[config.mk]
export PLATFORM = sky130hd
export DESIGN_NAME = nts_tx_arbiter
export DESIGN_NICKNAME = d
export VERILOG_FILES = /design/src/rtl/nts_tx_arbiter_pkg.sv /design/src/rtl/nts_rr_pick.sv /design/src/rtl/nts_tx_arbiter.sv
export SDC_FILE = /design/constraint.sdc
export NUM_CORES = 1
export LEC_CHECK = 0
export BUFFER_PORTS_ARGS = -buffer_cell sky130_fd_sc_hd__buf_2
export CAP_MARGIN = 20
export CORE_AREA = 2 2 162 164
export CTS_CLUSTER_SIZE = 25
export DETAILED_ROUTE_END_ITERATION = 6
export DIE_AREA = 0 0 164 166
export PLACE_DENSITY = 0.5
export SLEW_MARGIN = 0
export SYNTH_ARGS = -nofsm -noshare
export SYNTH_HDL_FRONTEND = slang
export SYNTH_SLANG_ARGS = --single-unit
[constraint.sdc]
create_clock -name i_clk -period 2.8 [get_ports i_clk]
set_input_delay 0.56 -clock i_clk [delete_from_list [all_inputs] [get_ports i_clk]]
set_output_delay 0.56 -clock i_clk [all_outputs]
set_load 0.05 [all_outputs]
[src/rtl/nts_tx_arbiter_pkg.sv]
// Shared types and widths for the NTS TX arbiter: FSM state encoding and
// statistics counter widths.
package nts_tx_arbiter_pkg;

    typedef enum logic [1:0] {
        ST_IDLE    = 2'd0,
        ST_GRANTED = 2'd1,
        ST_RELEASE = 2'd2
    } arb_state_t;

    localparam int FWD_CNT_WIDTH   = 32;
    localparam int ABORT_CNT_WIDTH = 16;
    localparam int BYTES_WIDTH     = 4;

    // Saturating increment for the abort counter.
    function automatic logic [ABORT_CNT_WIDTH-1:0] sat_inc_abort(
        input logic [ABORT_CNT_WIDTH-1:0] value
    );
        return (value == '1) ? value : value + ABORT_CNT_WIDTH'(1);
    endfunction

endpackage

[src/rtl/nts_rr_pick.sv]
// Combinational round-robin search: first set request bit at or above ptr,
// wrapping modulo N.
module nts_rr_pick #(
    parameter int N         = 4,
    parameter int IDX_WIDTH = 4
) (
    input  logic [N-1:0]         req,
    input  logic [IDX_WIDTH-1:0] ptr,
    output logic [IDX_WIDTH-1:0] idx,
    output logic                 valid
);

    logic [2*N-1:0] rotated;
    int             sum;

    // Rotating the doubled vector puts the pointer's bit at position 0.
    assign rotated = {req, req} >> ptr;

    // NOTE: every combinational output gets a default before the loop, so no
    // path leaves a variable unassigned and no latch is inferred.
    always_comb begin
        idx   = '0;
        valid = 1'b0;
        sum   = 0;
        for (int j = 0; j < N; j++) begin
            if (!valid && rotated[j]) begin
                sum   = int'(ptr) + j;
                if (sum >= N) begin
                    sum = sum - N;
                end
                valid = 1'b1;
                idx   = IDX_WIDTH'(sum);
            end
        end
    end

endmodule

[src/rtl/nts_tx_arbiter.sv]
// Round-robin arbiter multiplexing per-engine TX FIFOs onto one extractor
// FIFO interface, one packet per grant.
module nts_tx_arbiter
    import nts_tx_arbiter_pkg::*;
#(
    parameter int ENGINES        = 4,
    parameter int MAC_DATA_WIDTH = 64,
    parameter int IDX_WIDTH      = 4
) (
    input  logic                              i_clk,
    input  logic                              i_areset_n,

    input  logic [ENGINES-1:0]                i_engine_packet_available,
    output logic [ENGINES-1:0]                o_engine_packet_read,
    input  logic [ENGINES-1:0]                i_engine_fifo_empty,
    output logic [ENGINES-1:0]                o_engine_fifo_rd_en,
    input  logic [ENGINES*MAC_DATA_WIDTH-1:0] i_engine_fifo_rd_data,
    input  logic [ENGINES*BYTES_WIDTH-1:0]    i_engine_bytes_last_word,

    output logic                              o_packet_available,
    input  logic                              i_packet_read,
    output logic                              o_fifo_empty,
    input  logic                              i_fifo_rd_en,
    output logic [MAC_DATA_WIDTH-1:0]         o_fifo_rd_data,
    output logic [BYTES_WIDTH-1:0]            o_bytes_last_word,

    output logic                              o_grant_valid,
    output logic [IDX_WIDTH-1:0]              o_grant_index,
    output logic [FWD_CNT_WIDTH-1:0]          o_packets_forwarded,
    output logic [ABORT_CNT_WIDTH-1:0]        o_grant_aborts
);

    arb_state_t                 state;
    arb_state_t                 state_n;
    logic [IDX_WIDTH-1:0]       rr_ptr;
    logic [IDX_WIDTH-1:0]       grant_idx;
    logic [IDX_WIDTH-1:0]       next_ptr;
    logic [IDX_WIDTH-1:0]       pick_idx;
    logic                       pick_valid;
    logic                       granted;
    logic                       complete;
    logic                       abort;
    logic [FWD_CNT_WIDTH-1:0]   fwd_cnt;
    logic [ABORT_CNT_WIDTH-1:0] abort_cnt;

    nts_rr_pick #(
        .N         (ENGINES),
        .IDX_WIDTH (IDX_WIDTH)
    ) u_rr_pick (
        .req   (i_engine_packet_available),
        .ptr   (rr_ptr),
        .idx   (pick_idx),
        .valid (pick_valid)
    );

    assign granted  = (state == ST_GRANTED);
    // Completion wins over a simultaneous availability drop.
    assign complete = granted & i_packet_read;
    assign abort    = granted & ~i_packet_read & ~o_packet_available;
    assign next_ptr = (grant_idx == IDX_WIDTH'(ENGINES - 1)) ? '0
                                                             : grant_idx + IDX_WIDTH'(1);

    // Extractor-side mux and engine-side strobe decode; idle values outside GRANTED.
    always_comb begin
        o_packet_available   = 1'b0;
        o_fifo_empty         = 1'b1;
        o_fifo_rd_data       = '0;
        o_bytes_last_word    = '0;
        o_engine_fifo_rd_en  = '0;
        o_engine_packet_read = '0;
        if (granted) begin
            for (int e = 0; e < ENGINES; e++) begin
                if (grant_idx == IDX_WIDTH'(e)) begin
                    o_packet_available      = i_engine_packet_available[e];
                    o_fifo_empty            = i_engine_fifo_empty[e];
                    o_fifo_rd_data          = i_engine_fifo_rd_data[e*MAC_DATA_WIDTH +: MAC_DATA_WIDTH];
                    o_bytes_last_word       = i_engine_bytes_last_word[e*BYTES_WIDTH +: BYTES_WIDTH];
                    o_engine_fifo_rd_en[e]  = i_fifo_rd_en;
                    o_engine_packet_read[e] = i_packet_read;
                end
            end
        end
    end

    always_comb begin
        state_n = state;
        case (state)
            ST_IDLE: begin
                if (pick_valid) begin
                    state_n = ST_GRANTED;
                end
            end
            ST_GRANTED: begin
                if (complete) begin
                    state_n = ST_RELEASE;
                end else if (abort) begin
                    state_n = ST_IDLE;
                end
            end
            ST_RELEASE: state_n = ST_IDLE;
            default:    state_n = ST_IDLE;
        endcase
    end

    // NOTE: sequential state uses non-blocking assignments so every register
    // samples pre-edge values regardless of block ordering.
    always_ff @(posedge i_clk or negedge i_areset_n) begin
        if (!i_areset_n) begin
            state     <= ST_IDLE;
            rr_ptr    <= '0;
            grant_idx <= '0;
            fwd_cnt   <= '0;
            abort_cnt <= '0;
        end else begin
            state <= state_n;
            if (state == ST_IDLE && pick_valid) begin
                grant_idx <= pick_idx;
            end
            if (complete || abort) begin
                rr_ptr <= next_ptr;
            end
            if (complete) begin
                fwd_cnt <= fwd_cnt + FWD_CNT_WIDTH'(1);
            end
            if (abort) begin
                abort_cnt <= sat_inc_abort(abort_cnt);
            end
        end
    end

    assign o_grant_valid       = granted;
    assign o_grant_index       = granted ? grant_idx : '0;
    assign o_packets_forwarded = fwd_cnt;
    assign o_grant_aborts      = abort_cnt;

endmodule

==> run summary <==
status = finished, violations left
failing checks = negative setup slack
Clock Power Share = 10.8%
sw frac = 53.8%
Root Buffer = clkbuf_16
wire length per cell = 18.0 um
top post-synthesis cells by area = dfrtp_1 (27%), nor2_1 (12%), a221oi_1 (11%)
antenna-violating nets left = 0
met2 Usage GRT = 32.4%
Detailed Route Iter0 Violations = 320
chip width = 164 um
CTS tree = yes
Setup violations, final = 69
total gr overflow = 0
leakage power = 4.62 nW
Mapped Cells = 746
initial antenna violation count = 0
synth cell count leaders = nor2_1 (170), a21oi_1 (75), nor3_1 (73)
IO buf count = 414
Rows = 59
Post-Syn Area = 0.00541 mm^2
area of the multi-input gates = 0.00429 mm^2
Worst-Skew Late Latency = 0.33 ns
Area Growth Syn to Fin = 82.5%
Synth Register Bits = 58
Tot GR Track Use = 18.6%
busiest layer in global routing = met2
cell taking the most area after synthesis = dfrtp_1
Synth cell types = 55
vias in the first global route = 7227
vias post-DR = 7429
VDD IR max = 0.000523 V
Num CTS Buffers = 9
CTS H-Tree Depth = 3
drt first pass iters = 5
worst clock skew = 0.00695 ns
Seq pwr share = 10.6%
crit end category = output pin
Peak Freq = 321 MHz
sequential-to-total area share from yosys stat = 26.8%
Min Hold Slack = 0.110 ns
fin util = 38.5%
Worst Setup Path Type = reg -> out
Power Density = 1130 mW/mm^2
Syn Nets = 1046
Critical Path AT = 2.56 ns
Yosys warning count = 0
CP Data Required Time = 2.24 ns
Slew Limit Fails = 0
Initial Util = 21.1%
ys async rst share = 100%
die footprint = 0.0272 mm^2
relative slew slack = 56.8%
Main synth FF type = dfrtp_1
Max-Cap Viols = 0
Core Box Area = 0.0256 mm^2
Reg area = 0.00145 mm^2
share of layout cells above drive strength 1 = 53.9%
Tmin final = 3.12 ns
Nets = 1472
clk slew on worst S/H paths = 0.06 ns
global-route track usage on met3 = 3.95%
worst setup margin = -0.317 ns
antenna cells = 0
Sw Pwr = 5.99 mW
area share of the largest cell type after synthesis = 26.8%
post-DP HPWL = 20.3 mm
io pins = 415
Comb pwr share = 78.5%
Post-Syn Area per Cell = 7.25 um^2
Final Wtd Congestion = 0.929
CTS sink cnt = 58
RSZ-0062 raised after global routing = true
GR Util met1 = 22.9%
first-pass GRT wire length = 39.7 mm
clk buf depth = 2
worst min path class = in -> async
Fillers = 2654
Slew @ Worst Pin = 0.647 ns
Hold Violations, Final = 0
worst-path maximum fanout = 8
Die H = 166 um
DRC Markers = 0
largest net degree at the start of global routing = 74
setup tns final = -14.50 ns
Via density = 4.91
most common cell in the synthesized netlist = nor2_1
Post-synth EDFFs = 0
fin crit share = 111%
final wirelength = 27.3 mm
internal power = 5.14 mW
crit start category = register
-- kinds of logic after synthesis --
family / count (synthesis) / share of synthesized area [%]
mux: 7 / 1.39
simple gates: 360 / 31.1
buf+inv: 76 / 6.04
xor+xnor: 53 / 8.58
fa+ha+maj: 16 / 3.70
compound gates: 176 / 22.4
flops: 58 / 26.8
-- metal layers --
layer	share of wire (%)	vias to the layer above	wire (um)
li1	-	3571	-
met1	41	3499	11200
met2	50	320	13600
met3	6.5	39	1780
met4	2.4	0	650
met5	0	-	0
-- critical path, stage by stage (launching register included) --
cell,delay [ns]
dfrtp_1,0.38
inv_2,0.08
ha_4,0.13
or3b_4,0.39
nor2_4,0.16
buf_12,0.13
buf_12,0.13
buf_8,0.13
buf_4,0.11
a221oi_2,0.04
nor3_1,0.15
a21oi_1,0.07
nor2_2,0.12
buf_6,0.17
-- stage by stage --
| stage | setup slack [ns] | power, mW | cell area, um^2 | std cells |
|---|---|---|---|---|
| after floorplan | -0.0729 | 6.35 | 5670 | 746 |
| after CTS | -0.321 | 10.6 | 9420 | 1498 |
| final | -0.317 | 11.1 | 9870 | 1512 |
| after detailed placement | -0.0502 | 8.53 | 8420 | 1477 |
| after global routing | -0.456 | 11.9 | 9870 | 1512 |
| after global placement | -0.0512 | 8.51 | 8420 | 1477 |
-- cells in the final DEF (no fill, tap or decap), types with 3 or more instances in the layout --
cell type | synthesis | final
xnor2_1 | 40 | 40
nor2_4 | 0 | 20
nand3b_1 | 4 | 4
buf_8 | 0 | 13
nand4_1 | 15 | 15
and2_1 | 8 | 6
a21oi_1 | 75 | 58
buf_2 | 12 | 344
buf_12 | 0 | 14
inv_1 | 16 | 14
a21oi_2 | 0 | 16
nand2b_1 | 6 | 5
ha_1 | 16 | 14
and3_1 | 14 | 14
xor2_1 | 13 | 13
a221oi_1 | 68 | 44
nor3_2 | 0 | 13
dfrtp_1 | 58 | 58
a221oi_4 | 0 | 3
buf_4 | 3 | 33
and4_1 | 4 | 4
nor2_2 | 1 | 49
a221oi_2 | 0 | 21
nand3_1 | 19 | 19
nand2_1 | 32 | 31
clkbuf_16 | 0 | 11
nor2_1 | 170 | 102
nor3_1 | 73 | 59
buf_16 | 0 | 3
mux2i_1 | 3 | 3
o21ai_0 | 8 | 7
buf_6 | 2 | 66
mux2_2 | 4 | 4
-- sequential cells by signal (all words and copies together), names as in the netlist --
register and cells:
rr_ptr 4, o_grant_aborts 16, state 2, o_packets_forwarded 32, grant_idx 4
-- power groups by stage --
stage	Combinational [mW]	Clock [mW]	Sequential, mW
2_1_floorplan	4.99	0	1.36
3_3_place_gp	7.32	0	1.19
3_5_place_dp	7.34	0	1.19
4_1_cts	8.18	1.23	1.18
5_1_grt	9.43	1.26	1.22
6_report	8.75	1.21	1.18
-- repair_timing --
| item | in CTS | in global routing |
|---|---|---|
| gates cloned | 2 | 3 |
| setup endpoints to repair | 69 | 70 |
| setup buffers | 4 | 12 |
| hold buffers | 0 | 0 |
| resized for setup | 163 | 74 |
| pin swaps | 36 | 43 |
-- area by class of cell --
class	count	area share, %
Clock buffer	10	2.42
Timing Repair Buffer	475	33.6
Clock inverter	6	0.900
Tap cell	335	4.25
Multi-Input combinational cell	612	43.5
Inverter	16	0.608
Sequential cell	58	14.7
-- path summary, 6_finish.rpt --
| kind | start | endpoint | slack, ns | cells after the start |
|---|---|---|---|---|
| worst max-delay path | grant_idx[0]$_DFFE_PN0P_ | o_fifo_rd_data[30] | -0.32 | 13 |
| worst min-delay path | i_areset_n | grant_idx[0]$_DFFE_PN0P_ | 0.11 | 1 |
| worst max register to register | rr_ptr[1]$_DFFE_PN0P_ | grant_idx[3]$_DFFE_PN0P_ | 0.38 | 8 |
| worst min register to register | o_packets_forwarded[31]$_DFFE_PN0P_ | o_packets_forwarded[31]$_DFFE_PN0P_ | 0.48 | 1 |
| max in group asynchronous | i_areset_n | o_packets_forwarded[20]$_DFFE_PN0P_ | 2.13 | 2 |
| min in group i_clk | o_packets_forwarded[31]$_DFFE_PN0P_ | o_packets_forwarded[31]$_DFFE_PN0P_ | 0.48 | 1 |
No activity file was read; power rests on OpenSTA's default activity.
